## config.mk

```make
export PLATFORM = sky130hd
export DESIGN_NAME = rab_inval_ctrl
export DESIGN_NICKNAME = d
export VERILOG_FILES = /design/src/rtl/rab_inval_pkg.sv /design/src/rtl/rab_range_cmp.sv /design/src/rtl/rab_inval_ctrl.sv
export SDC_FILE = /design/constraint.sdc
export NUM_CORES = 1
export LEC_CHECK = 0
export ABC_AREA = 1
export ABC_CLOCK_PERIOD_IN_PS = 3570
export CORE_MARGIN = 10
export CORE_UTILIZATION = 53
export CTS_CLUSTER_SIZE = 30
export DETAILED_ROUTE_END_ITERATION = 10
export GPL_TIMING_DRIVEN = 0
export PLACE_DENSITY = 0.88
export REMOVE_ABC_BUFFERS = 1
export SETUP_SLACK_MARGIN = 0.4
export SLEW_MARGIN = 20
export SYNTH_ARGS = -nofsm -noshare
export SYNTH_HDL_FRONTEND = slang
export SYNTH_SLANG_ARGS = --single-unit
```

## constraint.sdc

```tcl
create_clock -name Clk_CI -period 3.57 [get_ports Clk_CI]
set_input_delay 0.714 -clock Clk_CI [delete_from_list [all_inputs] [get_ports Clk_CI]]
set_output_delay 0.714 -clock Clk_CI [all_outputs]
set_load 0.01 [all_outputs]
```

## src/rtl/rab_inval_pkg.sv

```systemverilog
// Shared types and helpers for the RAB invalidation engine.
package rab_inval_pkg;

  typedef enum logic [2:0] {
    ST_IDLE,
    ST_L1_SCAN,
    ST_L2_SCAN,
    ST_DRAIN,
    ST_DONE
  } inval_state_e;

  localparam int PAGE_SHIFT = 12;
  localparam int MAX_AW     = 64;

  // Inclusive interval overlap; callers zero-extend so the compare stays unsigned.
  function automatic logic range_overlap(input logic [MAX_AW-1:0] entry_start,
                                         input logic [MAX_AW-1:0] entry_end,
                                         input logic [MAX_AW-1:0] range_start,
                                         input logic [MAX_AW-1:0] range_end);
    return (entry_start <= range_end) && (entry_end >= range_start);
  endfunction

endpackage

```

## src/rtl/rab_range_cmp.sv

```systemverilog
// Combinational check: does a valid entry's VA interval overlap the request range.
module rab_range_cmp
  import rab_inval_pkg::*;
#(
  parameter int AW = 32
) (
  input  logic          vld,
  input  logic [AW-1:0] entry_start,
  input  logic [AW-1:0] entry_end,
  input  logic [AW-1:0] range_start,
  input  logic [AW-1:0] range_end,
  output logic          hit
);

  assign hit = vld && range_overlap(MAX_AW'(entry_start), MAX_AW'(entry_end),
                                    MAX_AW'(range_start), MAX_AW'(range_end));

endmodule

```

## src/rtl/rab_inval_ctrl.sv

```systemverilog
// RAB invalidation engine: sweeps all L1 slices then all L2 entries and clears
// the valid bit of every entry overlapping the latched VA range.
module rab_inval_ctrl
  import rab_inval_pkg::*;
#(
  parameter  int AW               = 32,
  parameter  int N_SLICES         = 32,
  parameter  int L2_N_SETS        = 32,
  parameter  int L2_N_SET_ENTRIES = 32,
  localparam int L2_TOT           = L2_N_SETS * L2_N_SET_ENTRIES,
  localparam int L1_IW            = (N_SLICES > 1) ? $clog2(N_SLICES) : 1,
  localparam int L2_IW            = (L2_TOT > 1) ? $clog2(L2_TOT) : 1
) (
  input  logic                     Clk_CI,
  input  logic                     Rst_RI,
  input  logic                     InvReq_SI,
  input  logic [AW-1:0]            InvStart_DI,
  input  logic [AW-1:0]            InvEnd_DI,
  output logic                     Busy_SO,
  output logic                     Done_SO,
  output logic                     ReqErr_SO,
  output logic                     L1RdEn_SO,
  output logic [L1_IW-1:0]         L1RdIdx_DO,
  input  logic [AW-1:0]            L1RdStart_DI,
  input  logic [AW-1:0]            L1RdEnd_DI,
  input  logic                     L1RdValid_DI,
  output logic                     L1ClrEn_SO,
  output logic [L1_IW-1:0]         L1ClrIdx_DO,
  output logic                     L2RdEn_SO,
  input  logic                     L2Gnt_SI,
  output logic [L2_IW-1:0]         L2RdIdx_DO,
  input  logic [AW-PAGE_SHIFT-1:0] L2RdTag_DI,
  input  logic                     L2RdValid_DI,
  output logic                     L2ClrEn_SO,
  output logic [L2_IW-1:0]         L2ClrIdx_DO
);

  localparam logic [L1_IW-1:0] L1_LAST = L1_IW'(N_SLICES - 1);
  localparam logic [L2_IW-1:0] L2_LAST = L2_IW'(L2_TOT - 1);

  inval_state_e     state_q;
  logic [AW-1:0]    range_start_q, range_end_q;
  logic [L1_IW-1:0] l1_idx_q, l1_cmp_idx_q;
  logic [L2_IW-1:0] l2_idx_q, l2_cmp_idx_q;
  logic             l1_rd_en_q, l2_rd_en_q;
  logic             l1_cmp_vld_q, l2_cmp_vld_q;
  logic             busy_q, done_q, err_q;

  logic [AW-1:0]    l2_entry_start, l2_entry_end;
  logic             l1_hit, l2_hit;

  // A cleared L2 entry covers exactly one page.
  assign l2_entry_start = {L2RdTag_DI, {PAGE_SHIFT{1'b0}}};
  assign l2_entry_end   = {L2RdTag_DI, {PAGE_SHIFT{1'b1}}};

  rab_range_cmp #(.AW(AW)) u_l1_cmp (
    .vld         (l1_cmp_vld_q && L1RdValid_DI),
    .entry_start (L1RdStart_DI),
    .entry_end   (L1RdEnd_DI),
    .range_start (range_start_q),
    .range_end   (range_end_q),
    .hit         (l1_hit)
  );

  rab_range_cmp #(.AW(AW)) u_l2_cmp (
    .vld         (l2_cmp_vld_q && L2RdValid_DI),
    .entry_start (l2_entry_start),
    .entry_end   (l2_entry_end),
    .range_start (range_start_q),
    .range_end   (range_end_q),
    .hit         (l2_hit)
  );

  // NOTE: all state below uses non-blocking assignments so every register
  // samples pre-edge values regardless of statement order.
  always_ff @(posedge Clk_CI) begin
    if (Rst_RI) begin
      state_q       <= ST_IDLE;
      range_start_q <= '0;
      range_end_q   <= '0;
      l1_idx_q      <= '0;
      l2_idx_q      <= '0;
      l1_cmp_idx_q  <= '0;
      l2_cmp_idx_q  <= '0;
      l1_rd_en_q    <= 1'b0;
      l2_rd_en_q    <= 1'b0;
      l1_cmp_vld_q  <= 1'b0;
      l2_cmp_vld_q  <= 1'b0;
      busy_q        <= 1'b0;
      done_q        <= 1'b0;
      err_q         <= 1'b0;
    end else begin
      done_q       <= 1'b0;
      err_q        <= InvReq_SI && (state_q != ST_IDLE);
      l1_cmp_vld_q <= l1_rd_en_q;
      l1_cmp_idx_q <= l1_idx_q;
      // An ungranted L2 read returns nothing, so it must not be compared.
      l2_cmp_vld_q <= l2_rd_en_q && L2Gnt_SI;
      l2_cmp_idx_q <= l2_idx_q;

      case (state_q)
        ST_IDLE: begin
          if (InvReq_SI) begin
            range_start_q <= InvStart_DI;
            range_end_q   <= InvEnd_DI;
            if (InvStart_DI > InvEnd_DI) begin
              state_q <= ST_DONE;
              done_q  <= 1'b1;
            end else begin
              state_q    <= ST_L1_SCAN;
              busy_q     <= 1'b1;
              l1_rd_en_q <= 1'b1;
              l1_idx_q   <= '0;
            end
          end
        end
        ST_L1_SCAN: begin
          if (l1_idx_q == L1_LAST) begin
            state_q    <= ST_L2_SCAN;
            l1_rd_en_q <= 1'b0;
            l1_idx_q   <= '0;
            l2_rd_en_q <= 1'b1;
            l2_idx_q   <= '0;
          end else begin
            l1_idx_q <= l1_idx_q + L1_IW'(1);
          end
        end
        ST_L2_SCAN: begin
          if (L2Gnt_SI) begin
            if (l2_idx_q == L2_LAST) begin
              state_q    <= ST_DRAIN;
              l2_rd_en_q <= 1'b0;
              l2_idx_q   <= '0;
            end else begin
              l2_idx_q <= l2_idx_q + L2_IW'(1);
            end
          end
        end
        ST_DRAIN: begin
          state_q <= ST_DONE;
          busy_q  <= 1'b0;
          done_q  <= 1'b1;
        end
        ST_DONE:  state_q <= ST_IDLE;
        default:  state_q <= ST_IDLE;
      endcase
    end
  end

  assign Busy_SO     = busy_q;
  assign Done_SO     = done_q;
  assign ReqErr_SO   = err_q;
  assign L1RdEn_SO   = l1_rd_en_q;
  assign L1RdIdx_DO  = l1_idx_q;
  assign L2RdEn_SO   = l2_rd_en_q;
  assign L2RdIdx_DO  = l2_idx_q;
  assign L1ClrEn_SO  = l1_hit;
  assign L1ClrIdx_DO = l1_cmp_idx_q;
  assign L2ClrEn_SO  = l2_hit;
  assign L2ClrIdx_DO = l2_cmp_idx_q;

endmodule
```

==> results of run 1 <==
[routing by layer]
metal / track usage / part of all wire / vias to the layer above
met5: 0 / 0.00052 / -
met4: 0.111 / 0.054 / 2
met3: 0.0616 / 0.083 / 102
met2: 0.407 / 0.49 / 363
met1: 0.267 / 0.38 / 3402
li1: - / - / 3565
[how the worst max path moves through the flow]
stage                            endpoint  slack, ns                          from
6_report                       L2ClrEn_SO       0.36  range_end_q[29]$_SDFFE_PP0P_
5_1_grt                        L2ClrEn_SO       0.29  range_end_q[29]$_SDFFE_PP0P_
4_1_cts                        L2ClrEn_SO       0.40                L2RdTag_DI[18]
3_5_place_dp                   L2ClrEn_SO      -0.50                L2RdTag_DI[18]
3_3_place_gp   L2RdIdx_DO[5]$_SDFFE_PP0P_      -1.21                        Rst_RI
2_1_floorplan                  L2ClrEn_SO       0.95                L2RdTag_DI[19]
[synth_stat cells (all sizes together)]
master	n	share of area
o21ai	83	0.059
o221ai	2	0.0025
a221oi	1	0.0021
a21boi	1	0.0011
nor3b	2	0.0021
buf	7	0.0047
o21a	3	0.0032
inv	150	0.081
xor2	2	0.0025
o31ai	1	0.0011
xnor2	1	0.0013
o211ai	2	0.0021
a21o	2	0.0021
a31o	2	0.0025
nor4	11	0.011
clkinv	3	0.0016
nand3	37	0.027
clkbuf	16	0.0086
a21oi	140	0.10
o22ai	2	0.0018
nand2	131	0.073
ha	139	0.25
nor3	9	0.0072
nand4	17	0.015
nor2	60	0.033
dfxtp	104	0.30
a31oi	2	0.0018
a211oi	4	0.0043
[worst max-delay path, stage by stage (launching register included)]
cell,delay (ns)
dfxtp_1,0.33
inv_1,0.12
ha_4,0.31
nand2_4,0.05
nor2_4,0.13
nand4_1,0.18
buf_4,0.20
nor4_4,0.18
inv_1,0.08
o21ai_1,0.15
nand2_1,0.08
nor2_2,0.15
buf_2,0.17
[final cells by class]
class,instances,area (um^2),area share
diodes,5,12.5,0.00121
repair buffers,206,2060,0.199
inverters,153,576,0.0555
multi-input cells,654,5110,0.492
clock inverters,6,83.8,0.00808
well taps,172,215,0.0207
flip-flops and latches,104,2080,0.201
clock buffers,10,239,0.0230
[placed cells by master (no fill, tap or decap), drive strengths merged, types with 2 or more instances in the layout]
cell type | Yosys | routed
a211oi | 4 | 4
a21o | 2 | 2
a21oi | 140 | 140
a31o | 2 | 2
a31oi | 2 | 2
buf | 7 | 27
clkbuf | 16 | 18
clkdlybuf4s15 | 0 | 5
clkdlybuf4s50 | 0 | 121
clkinv | 3 | 4
dfxtp | 104 | 104
diode | 0 | 5
dlygate4sd2 | 0 | 7
dlymetal6s2s | 0 | 38
ha | 139 | 139
inv | 150 | 154
nand2 | 131 | 131
nand3 | 37 | 37
nand4 | 17 | 17
nor2 | 60 | 60
nor3 | 9 | 9
nor3b | 2 | 2
nor4 | 11 | 11
o211ai | 2 | 2
o21a | 3 | 3
o21ai | 83 | 83
o221ai | 2 | 2
o22ai | 2 | 2
xor2 | 2 | 2
[cells by family after synthesis]
family / count (synthesis) / share of synthesized area
flip-flops: 104 / 0.298
XOR/XNOR: 3 / 0.00376
adder cells (fa/ha/maj): 139 / 0.249
buffers and inverters: 176 / 0.0955
AO/OA/AOI/OAI: 245 / 0.186
AND/OR/NAND/NOR: 267 / 0.168
[stage by stage]
step	utilization	instance area [um^2]
after CTS	0.756	9660
after global routing	0.813	10400
after global placement	0.705	9010
after detailed placement	0.710	9060
final	0.813	10400
after floorplan	-	6890
[power groups by stage]
stage	combinational, mW	sequential, mW	clock (mW)
finish	1.38	1.32	1.09
global route	1.52	1.33	1.13
CTS	1.13	1.31	1.09
detailed placement	1.05	1.34	0
global placement	0.994	1.34	0
floorplan	0.613	1.34	0
[sequential cells by signal (all words and copies together), names as in the netlist]
register / cells
L1RdEn_SO: 1
L1ClrIdx_DO: 5
l1_cmp_vld_q: 1
L2ClrIdx_DO: 10
state_q: 3
L2RdIdx_DO: 10
l2_cmp_vld_q: 1
ReqErr_SO: 1
L1RdIdx_DO: 5
Busy_SO: 1
range_end_q: 32
Done_SO: 1
L2RdEn_SO: 1
range_start_q: 32
[repair_timing]
item                                    in CTS  in global routing
pin swaps                                   51                108
setup buffers                                6                  8
endpoints found under the setup margin       2                  2
resized for setup                          107                147
==> summary.md, run 1 <==
| Metric | Value |
|---|---|
| Iter 0 DRT Violations | roughly 640 |
| Post-synthesis sequential area ratio | 0.298 |
| Crit path capture type | output pin |
| Sequential Power Share | 0.348 |
| Peak supply drop | between 0.3 and 0.4 mV |
| Routed wire per std cell | roughly 19 um |
| Final Max Tran Viols | 0 |
| RSZ-0062 raised after global routing | true |
| Yosys reg bits | 104 |
| Combinational share of power | 0.364 |
| WHS | 0.437 ns |
| Starting density of the core | 0.547 |
| DP HPWL | roughly 17 mm |
| Leak | roughly 4.7 nW |
| Worst slew margin | 0.622 |
| Vias per cell | about 5.7 |
| Hold Buf Count CTS | 0 |
| Initial antenna violation count | 6 |
| H-tree levels | 3 |
| Filler cell count | roughly 750 |
| CP max FO | 3 |
| Gpl congestion | between 0.8 and 0.9 |
| Post-route insts no fill | 1310 |
| Sw frac | 0.348 |
| Gr usage total | 0.237 |
| Synthesis-to-layout area growth | 48.6% |
| Layout cells sized above 1 | 0.159 |
| Netlist cell types | 36 |
| Core area | about 13000 um^2 |
| Dpl cells | 1275 |
| Via Count | roughly 7.4k |
| Hold endpoint | l1_cmp_vld_q$_SDFF_PP0_ |
| Total routed wirelength | roughly 25 mm |
| Fin nets | approximately 1.4k |
| CTS max path bufs | 2 |
| Status | finished clean |
| Mapped Cells | 934 |
| Startpoint Class | flop |
| Hold Path Stages | 2 |
| Clock root cell | clkbuf_16 |
| Boundary Pins | about 190 |
| Pre-CTS WS | -0.504 ns |
| CTS tree | yes |
| Clock Latency Late Sink | about 0.36 ns |
| Worst Path Class, Setup | reg2out |
| Clk pwr share | 0.288 |
| Die Height | roughly 130 um |
| WP data arrival | between 2 and 3 ns |
| Die X | ~130 um |
| Worst Reg-to-Reg Cells | 10 |
| Yosys warns | 0 |
| Full die area | 18200 um^2 |
| Worst Path Required | 2.86 ns |
| Crit path time final | approximately 3.2 ns |
| Least-Margin Pin Slew | 0.567 ns |
| Number of buffers created by CTS | 9 |
| Maxcap violations | 0 |
| Final hold vios | 0 |
| FMAX | 311 MHz |
| Worst Hold Class | reg2reg |
| Drt drc | 0 |
| RR Startpoint | L1RdIdx_DO[1]$_SDFFE_PP0P_ |
| First-pass GRT wire length | 34.9 mm |
| PwrDens | 365 nW/um^2 |
| Clock slew at reported path FFs | roughly 0.080 ns |
| Drt pass-1 iters | 5 |
| Switch Pwr | approximately 1.3 mW |
| Clk sink count | 104 |
| Port buffer count | 190 |
| Final Power | between 3 and 4 mW |
| Cell Area, Synth | about 7000 um^2 |
| Number of global-route vias before repair | between 7k and 8k |
| Hold path startpoint | L1RdEn_SO$_SDFFE_PP0P_ |
| Final WS setup | around 0.36 ns |
| Fin Clk Skew | roughly 0.0059 ns |
| Tcrit/Tclk final | 0.899 |
| Syn_area_per_cell | 7.48 um^2 |
| Final TNS setup | 0 ns |
| Post-route ant nets | 0 |
| Row cnt | between 40 and 50 |
| Remaining global-route overflow | 0 |
| Crit Reg-Reg Endpoint | L2RdIdx_DO[7]$_SDFFE_PP0P_ |
| Reg2Reg Setup Slack | about 1.5 ns |
| Internal power | roughly 2.5 mW |
| Largest net degree at the start of global routing | roughly 80 |
| Final setup fails | 0 |
No activity file was read; power rests on OpenSTA's default activity.
==> run 2: changes to the inputs <==
--- a/config.mk
+++ b/config.mk
@@ -9,7 +9,7 @@
 export ABC_CLOCK_PERIOD_IN_PS = 3570
 export CORE_MARGIN = 10
 export CORE_UTILIZATION = 53
-export CTS_CLUSTER_SIZE = 30
+export CTS_CLUSTER_SIZE = 20
 export DETAILED_ROUTE_END_ITERATION = 10
 export GPL_TIMING_DRIVEN = 0
 export PLACE_DENSITY = 0.88
==> results of run 2 <==
Final layout, timing and power as in run 1 (identical DEF).
==> run 3: changes to the inputs <==
--- a/config.mk
+++ b/config.mk
@@ -12,6 +12,7 @@
 export CTS_CLUSTER_SIZE = 20
 export DETAILED_ROUTE_END_ITERATION = 10
 export GPL_TIMING_DRIVEN = 0
+export MAX_ROUTING_LAYER = met4
 export PLACE_DENSITY = 0.88
 export REMOVE_ABC_BUFFERS = 1
 export SETUP_SLACK_MARGIN = 0.4
==> run 3 against run 2 <==
Sequential share of layout area decreased by 0.080 points. Cell count about the same. Clock-buffer cell count unchanged. Worst setup slack got worse by 0.19 ns. Global-route usage increased by 0.65 points. Combinational power about the same. Die area unchanged. Register-to-register slack improved by 0.02 ns. Core utilization increased by 0.32 points. Critical endpoint unchanged. Highest routed layer is now met4.
==> summary.md, run 3 (same netlist as run 1, synthesis figures left out) <==
| Metric | Value |
|---|---|
| CTS max path bufs | 2 (unchanged) |
| Fin Clk Skew | 0.00754 ns (was 0.00585 ns) |
| Starting density of the core | 0.547 (unchanged) |
| Initial antenna violation count | 6 (unchanged) |
| Hold Path Stages | 2 (unchanged) |
| Post-route ant nets | 0 (unchanged) |
| CP bufs+invs | 5 (was 4) |
| Least-Margin Pin Slew | 0.559 ns (was 0.567 ns) |
| Die Height | 135 um (unchanged) |
| Final Max Tran Viols | 0 (unchanged) |
| Sw frac | 0.350 (was 0.348) |
| Commonest cells after routing, fill and taps aside | inv_1 (141), a21oi_1 (122), clkdlybuf4s50_1 (121) (unchanged) |
| Row cnt | 41 (unchanged) |
| Switch Pwr | 1.33 mW (was 1.32 mW) |
| Total routed wirelength | 25.2 mm (was 24.9 mm) |
| FMAX | 294 MHz (was 311 MHz) |
| WHS | 0.438 ns (was 0.437 ns) |
| Hold endpoint | l1_cmp_vld_q$_SDFF_PP0_ (unchanged) |
| Clk sink count | 104 (unchanged) |
| CP max FO | 2 (was 3) |
| Combinational share of power | 0.368 (was 0.364) |
| Core area | 12800 um^2 (unchanged) |
| FF+latch area | 2080 um^2 (unchanged) |
| Clk pwr share | 0.286 (was 0.288) |
| Multi-input gate area | 5150 um^2 (was 5110 um^2) |
| WP data arrival | 2.68 ns (was 2.50 ns) |
| Routed wire per std cell | 19.3 um (was 19.0 um) |
| Top Usage Layer GRT | met2 (unchanged) |
| Commonest non-fill, non-tap cell in the layout | inv_1 (unchanged) |
| Remaining global-route overflow | 0 (unchanged) |
| Sequential Power Share | 0.346 (was 0.348) |
| Dpl cells | 1275 (unchanged) |
| Port buffer count | 190 (unchanged) |
| Final hold vios | 0 (unchanged) |
| Peak supply drop | 0.311 mV (was 0.309 mV) |
| Delay-heaviest family, CP | simple AND/OR/NAND/NOR gates (unchanged) |
| Hold path startpoint | L1RdEn_SO$_SDFFE_PP0P_ (unchanged) |
| Crit path time final | 3.40 ns (was 3.21 ns) |
| RSZ-0062 raised after global routing | true (unchanged) |
| Filler cell count | 735 (was 745) |
| Crit-path cells | buf_2 -> ha_4 -> nand2_1 -> inv_1 -> nand4_1 -> buf_4 -> nor4_4 -> inv_1 -> o21ai_1 -> nand2_1 -> nor2_2 -> buf_2 (was inv_1 -> ha_4 -> nand2_4 -> nor2_4 -> nand4_1 -> buf_4 -> nor4_4 -> inv_1 -> o21ai_1 -> nand2_1 -> nor2_2 -> buf_2) |
| Tcrit/Tclk final | 0.952 (was 0.899) |
| Final Power | 3.81 mW (was 3.79 mW) |
| Clock slew at reported path FFs | 0.08 ns (about the same) |
| Worst Reg-to-Reg Cells | 10 (unchanged) |
| Gpl congestion | 0.870 (was 0.856) |
| Worst Path Required | 2.86 ns (about the same) |
| Final setup fails | 0 (unchanged) |
| Grt met1 use | 0.274 (was 0.267) |
| Layout cells sized above 1 | 0.161 (was 0.159) |
| Reg2Reg Setup Slack | 1.52 ns (was 1.50 ns) |
| Post-route insts no fill | 1311 (was 1310) |
| Worst Hold Class | reg2reg (unchanged) |
| Largest net degree at the start of global routing | 78 (unchanged) |
| Fin util | 0.816 (was 0.813) |
| Met2 usage | 0.405 (was 0.407) |
| Iter 0 DRT Violations | 706 (was 642) |
| Vias per cell | 5.69 (was 5.67) |
| Startpoint Class | primary input (was flop) |
| Boundary Pins | 191 (unchanged) |
| Drt drc | 0 (unchanged) |
| Number of buffers created by CTS | 9 (unchanged) |
| Die X | 135 um (unchanged) |
| Internal power | 2.48 mW (was 2.47 mW) |
| Hold Buf Count CTS | 0 (unchanged) |
| Synthesis-to-layout area growth | 49.2% (was 48.6%) |
| CP max-delay cell | ha_4 (was dfxtp_1) |
| Met3 Resource Use GR | 0.0534 (was 0.0616) |
| Worst slew margin | 0.628 (was 0.622) |
| Worst Path Class, Setup | in2out (was reg2out) |
| Crit Reg-Reg Endpoint | L2RdIdx_DO[7]$_SDFFE_PP0P_ (unchanged) |
| Via Count | 7457 (was 7434) |
| Status | finished clean (unchanged) |
| H-tree levels | 3 (unchanged) |
| Gr usage total | 0.243 (was 0.237) |
| Clock Latency Late Sink | 0.36 ns (about the same) |
| Number of global-route vias before repair | 7180 (was 7178) |
| RR Startpoint | L1RdIdx_DO[1]$_SDFFE_PP0P_ (unchanged) |
| Drt pass-1 iters | 7 (was 5) |
| Full die area | 18200 um^2 (unchanged) |
| Crit path capture type | output pin (unchanged) |
| Maxcap violations | 0 (unchanged) |
| Fin nets | 1421 (unchanged) |
| PwrDens | 366 nW/um^2 (was 365 nW/um^2) |
| Largest regs | range_end_q: 32 flops, range_start_q: 32 flops (unchanged) |
| First-pass GRT wire length | 34.9 mm (about the same) |
| Critical Path Max Stage Delay | 0.27 ns (was 0.33 ns) |
| Leak | 4.66 nW (about the same) |
| DP HPWL | 17.0 mm (unchanged) |
| CTS tree | yes (unchanged) |
| Clock root cell | clkbuf_16 (unchanged) |
[run 3: cell count changes in the layout (fill, tap and decap cells not counted), sizes merged]
| cell | change |
|---|---|
| diode | +1 |
[run 3: repair_timing]
action	4_1_cts	5_1_grt
pin swaps	51	109
gates resized for setup	107	152
buffers inserted	6	8
cloned	0	0
setup endpoints to repair	2	2
[run 3: power by group through the flow]
stage	Combinational (mW)	Clock, mW	Sequential (mW)
6_report	1.40	1.09	1.32
5_1_grt	1.54	1.13	1.33
2_1_floorplan	0.613	0	1.34
3_5_place_dp	1.05	0	1.34
4_1_cts	1.13	1.09	1.31
3_3_place_gp	0.994	0	1.34
[run 3: worst max path at each step]
stage	start	to	slack, ns	depth (start not counted)
after floorplan	L2RdTag_DI[19]	L2ClrEn_SO	0.95	9
after global placement	Rst_RI	L2RdIdx_DO[5]$_SDFFE_PP0P_	-1.21	5
after detailed placement	L2RdTag_DI[18]	L2ClrEn_SO	-0.50	11
after CTS	L2RdTag_DI[18]	L2ClrEn_SO	0.40	11
after global routing	L2RdTag_DI[15]	L2ClrEn_SO	0.17	12
final	L2RdTag_DI[14]	L2ClrEn_SO	0.17	12
[run 3: stage by stage]
stage | instance area, um^2 | setup TNS (ns) | worst slack (ns)
2_1_floorplan | 6890 | 0 | 0.949
5_1_grt | 10400 | 0 | 0.169
3_5_place_dp | 9060 | -0.979 | -0.504
6_report | 10400 | 0 | 0.173
3_3_place_gp | 9010 | -66.32 | -1.21
4_1_cts | 9660 | 0 | 0.396
[run 3: final cells by class]
class / count / area share
multi-input cells: 654 / 0.494
flip-flops and latches: 104 / 0.200
repair buffers: 206 / 0.198
inverters: 153 / 0.0552
clock buffers: 10 / 0.0229
well taps: 172 / 0.0207
clock inverters: 6 / 0.00805
diodes: 6 / 0.00144
[run 3: worst reg2reg max path, cell delays in order (launching register included)]
cell and delay (ns):
dfxtp_1 0.42, ha_1 0.20, nand2_1 0.07, nor2_1 0.10
ha_1 0.18, nand2_2 0.10, a21oi_4 0.31, nand2_2 0.12
nor3_2 0.17, nand2_1 0.09, a221oi_2 0.20
[run 3: metal layers]
layer  wire [um]  vias to the layer above
li1            -                     3568
met1        9560                     3419
met2       12400                      375
met3        1950                       95
met4        1290                        0
met5           0                        -
==> RTL edit 1, RTL diff (settings of run 2) <==
Register the output `ReqErr_SO` once more, without a reset; this adds one clock of latency there. The other outputs are not delayed to match.
--- a/src/rtl/rab_inval_ctrl.sv
+++ b/src/rtl/rab_inval_ctrl.sv
@@ -149,7 +149,9 @@
 
   assign Busy_SO     = busy_q;
   assign Done_SO     = done_q;
-  assign ReqErr_SO   = err_q;
+  always_ff @(posedge Clk_CI) begin
+    ReqErr_SO <= err_q;
+  end
   assign L1RdEn_SO   = l1_rd_en_q;
   assign L1RdIdx_DO  = l1_idx_q;
   assign L2RdEn_SO   = l2_rd_en_q;
Behaviour: not the same (a bounded check fails within 4 cycles, from zero or initial values and one cycle with Rst_RI high).
==> RTL edit 1 against run 2 <==
Sequential cell count rose by 1. Total power fell by 3.0%. Critical path type is now in2out. Core utilization fell by 0.94 points. Setup slack improved by 0.047 ns. Routed wire length fell by 0.91%. Area after synthesis rose by 0.29%. Non-clock buffer count fell by 1. Critical path depth fell by 3. Final area fell by 1.2%. Largest power group unchanged.
==> RTL edit 1: results (changes against run 2) <==
Min path
  • Hold Path Cell Cnt: 0 (-2)
  • WHS Endpoint: ReqErr_SO$_DFF_P_
  • HP Start: err_q$_SDFF_PP0_

Global route
  • Global-route wire length before repair: 34.55 mm (-0.99%)
  • Met3 Usage GRT: 8.012% (+1.9 points)
  • Vias in the first global route: 6952 (-3.1%)
  • Gr usage total: 23.63% (-0.051 points)
  • Initial antenna violation count: 3 (-3)
  • Largest net degree at the start of global routing: 66 (-15%)
  • M2 GR Usage: 41.47% (+0.79 points)

Final layout
  • Clock buffers: 10 (unchanged)
  • Layout clock area frac: 2.842% (-0.27 points)
  • Fraction of layout cells with a size suffix above 1: 14.56% (-1.3 points)
  • Repair and plain buffers: 205 (-0.49%)
  • Signal buffers share of area: 19.81% (-0.048 points)
  • Diode count: 3 (-2)
  • Multi-input gates: 654 (unchanged)
  • P&R area growth vs syn: 46.44%
  • Fill count: 813 (+9.1%)
  • Multi-input logic area: 0.005035 mm^2 (-1.5%)

Power and ir drop
  • Power Total: 3.675 mW (-3.0%)
  • Max VDD drop: 0.0002786 V (-9.8%)
  • Sw Pwr: 1.298 mW (-1.6%)
  • Comb pwr share: 36.6% (+0.2 points)
  • Seq pwr share: 36.1% (+1.3 points)
  • Leakage: 4.565 nW (-2.1%)

Placed design
  • Routability Congestion: 0.8768 (+2.4%)
  • Hpwl dp: 16.96 mm (about the same)
  • Place WS: -0.5281 ns (-0.02453 ns)
  • Post-DP Area: 0.009076 mm^2 (+0.14%)

Critical path
  • Crit path arrival time: 2.45 ns (-0.05 ns)
  • Worst r2r src: L1RdIdx_DO[0]$_SDFFE_PP0P_
  • Slowest cell on crit path: ha_4
  • Register-to-Register Setup Slack: 1.53 ns (+0.03 ns)
  • CP peak stage delay: 0.30 ns (-0.03 ns)

Routing
  • Metal2 WL: 12.43 mm (+2.6%)
  • Vias: 7326 (-1.5%)
  • Detailed Routing Iterations Pass 1: 5 (unchanged)
  • Routed met1 length: 9.556 mm (+2.4%)
  • Via-per-instance ratio: 5.601 (-1.3%)
  • Met3 Wirelength: 1.777 mm (-14%)
  • Final wirelength: 24.66 mm (-0.91%)
  • DRT iter0 DRCs: 512 (-20%)

Run status
  • Status: finished clean

STA
  • Min Hold Slack: 0.3345 ns (-0.1027 ns)
  • Tightest Pin Transition: 1.099 ns (+0.5313 ns)
  • Setup Skew: 0.005859 ns (+0.000005880 ns)

Yosys
  • Compound-Gate Fraction of Synth Area: 18.56% (-0.053 points)
  • Sequential area share after synthesis: 30.01% (+0.20 points)
  • Adder-Cell Fraction of Synth Area: 24.83% (-0.071 points)
  • Top-area cell type share of the netlist area: 30.01% (+0.20 points)
  • Cells after Synth: 935 (+0.11%)
  • Mapped cell area: 0.007005 mm^2 (+0.29%)
  • Synth cell count leaders: inv_1 (148), a21oi_1 (139), ha_1 (139)
  • Post-synthesis register bit count: 105 (+0.96%)
  • XOR/XNOR share of the synthesized area: 0.3751% (-0.0011 points)
-- RTL edit 1: cell types whose count changed after synthesis, sizes merged --
cell,change
dfxtp,+1
-- RTL edit 1: worst max-delay path by stage --
stage	from	endpoint	depth (start not counted)
6_report	L2RdTag_DI[11]	L2ClrEn_SO	9
5_1_grt	L1RdStart_DI[9]	L1ClrEn_SO	10
4_1_cts	L1RdEnd_DI[23]	L1ClrEn_SO	11
3_5_place_dp	L1RdEnd_DI[31]	L1ClrEn_SO	11
3_3_place_gp	Rst_RI	L2RdIdx_DO[5]$_SDFFE_PP0P_	5
2_1_floorplan	L2RdTag_DI[19]	L2ClrEn_SO	9
-- RTL edit 1: worst max-delay path, delay by kind of cell --
family	cells	cell delay, ns
AND/OR/NAND/NOR	6	1.06
buffers and inverters	2	0.38
adder cells (fa/ha/maj)	1	0.30
-- RTL edit 1: timing repair --
item | in CTS | in global routing
hold buffers | 0 | 0
setup endpoints to repair | 2 | 2
setup buffers | 9 | 4
gates resized for setup | 118 | 121
pin swaps | 57 | 90
==> RTL edit 2, RTL diff (flow settings as in run 2) <==
Made on the original files. The parameter `L2_N_SETS` goes from 32 to 64.
--- a/src/rtl/rab_inval_ctrl.sv
+++ b/src/rtl/rab_inval_ctrl.sv
@@ -5,7 +5,7 @@
 #(
   parameter  int AW               = 32,
   parameter  int N_SLICES         = 32,
-  parameter  int L2_N_SETS        = 32,
+  parameter  int L2_N_SETS        = 64,
   parameter  int L2_N_SET_ENTRIES = 32,
   localparam int L2_TOT           = L2_N_SETS * L2_N_SET_ENTRIES,
   localparam int L1_IW            = (N_SLICES > 1) ? $clog2(N_SLICES) : 1,
Interface: changed (resized L2ClrIdx_DO and L2RdIdx_DO); port bits go from 191 to 193. The function was not compared with the original's and may differ.
==> RTL edit 2 against run 2 <==
Global-route usage decreased by 0.27 points. Core utilization fell by 4.2 points. Final area decreased by 2.5%. Combinational power fell by 7%. Synthesized cell count rose by 1.7%. Count of clock-buffer cells in the layout down 1. Sequential cell count is 2 higher. Routed wire length fell by 7.5%. Setup slack improved by 0.039 ns. First-iteration DRC count down 24%. Worst hold slack better by 0.013 ns. Total power fell by 3.6%. Area after synthesis is 0.82% higher.
==> RTL edit 2: results (changes against run 2) <==
Run status
  • Status: finished clean

Routing
  • Highest metal used: met4
  • Met3 Wirelength: 1.587 mm (-23%)
  • Metal2 WL: 11.39 mm (-6.0%)
  • Final wirelength: 23.01 mm (-7.5%)
  • WL/cell: 17.41 um (-8.4%)
  • DRT iter0 DRCs: 488 (-24%)
  • Vias: 7249 (-2.5%)

Yosys
  • Adder-Cell Fraction of Synth Area: 24.69% (-0.20 points)
  • XOR/XNOR share of the synthesized area: 0.1244% (-0.25 points)
  • Synth top area cells: dfxtp_1 (30%), ha_1 (25%), a21oi_1 (10%)
  • Compound-Gate Fraction of Synth Area: 18.96% (+0.35 points)
  • Yosys cell types: 34 (-5.6%)

Clock network
  • CTS resizes: 98 (-8.4%)
  • Setup Fix Bufs, Post-CTS: 8 (+2)

Critical path
  • Worst r2r dst: range_start_q[31]$_SDFFE_PP0P_
  • Worst setup path end: L1ClrEn_SO
  • Crit path arrival time: 2.46 ns (-0.04 ns)
  • Worst r2r path cells: 7 (-3)
  • Register-to-Register Setup Slack: 1.10 ns (-0.40 ns)

Placed design
  • Post-DP Area: 0.009145 mm^2 (+0.90%)
  • Place WS: -0.4804 ns (+0.02312 ns)
  • PortBufs: 192 (+1.1%)

Global route
  • Met3 Usage GRT: 5.415% (-0.74 points)
  • Global-route wire length before repair: 34.96 mm (+0.18%)
  • M2 GR Usage: 40.21% (-0.47 points)
  • Gr usage total: 23.41% (-0.27 points)

Final layout
  • Fraction of layout cells with a size suffix above 1: 11.08% (-4.8 points)

STA
  • Tmin final: 3.172 ns (-0.03858 ns)
  • Setup Skew: 0.007802 ns (+0.001949 ns)
## RTL edit 2: changes by cell type after synthesis, moves of 5 or more
cell,delta
nand3_1,-14
nand4_1,+8
nand2_1,+8
inv_1,+8
o21ai_0,+7
a21oi_1,+5
## RTL edit 2: how the worst min path moves through the flow
stage	from	cells after the start	endpoint	slack, ns
2_1_floorplan	range_end_q[0]$_SDFFE_PP0P_	2	range_end_q[0]$_SDFFE_PP0P_	0.45
3_3_place_gp	L1RdEn_SO$_SDFFE_PP0P_	2	l1_cmp_vld_q$_SDFF_PP0_	0.43
3_5_place_dp	L1RdEn_SO$_SDFFE_PP0P_	2	l1_cmp_vld_q$_SDFF_PP0_	0.44
4_1_cts	L1RdEn_SO$_SDFFE_PP0P_	2	l1_cmp_vld_q$_SDFF_PP0_	0.45
5_1_grt	Busy_SO$_SDFFE_PP0P_	2	Busy_SO$_SDFFE_PP0P_	0.47
6_report	Busy_SO$_SDFFE_PP0P_	2	Busy_SO$_SDFFE_PP0P_	0.45
## RTL edit 2: final cells by class
class / count / area, um^2 / area share (%)
Timing Repair Buffer: 204 / 2049 / 20.24
Multi-Input combinational cell: 661 / 4832 / 47.73
Inverter: 159 / 596.8 / 5.895
Clock inverter: 7 / 77.57 / 0.7663
Tap cell: 176 / 220.2 / 2.175
Clock buffer: 9 / 225.2 / 2.225
Sequential cell: 106 / 2122 / 20.96
## RTL edit 2: report_power, final
| part | internal, mW | leakage [nW] | switching (mW) | total [mW] |
|---|---|---|---|---|
| Combinational | 0.574 | 3.58 | 0.713 | 1.29 |
| Clock | 0.499 | 0.144 | 0.519 | 1.02 |
| Sequential | 1.29 | 0.871 | 0.0545 | 1.35 |
## RTL edit 2: worst min-delay path, stage by stage (launching register included)
cell	delay, ns
dfxtp_1	0.31
inv_1	0.04
a21oi_1	0.05
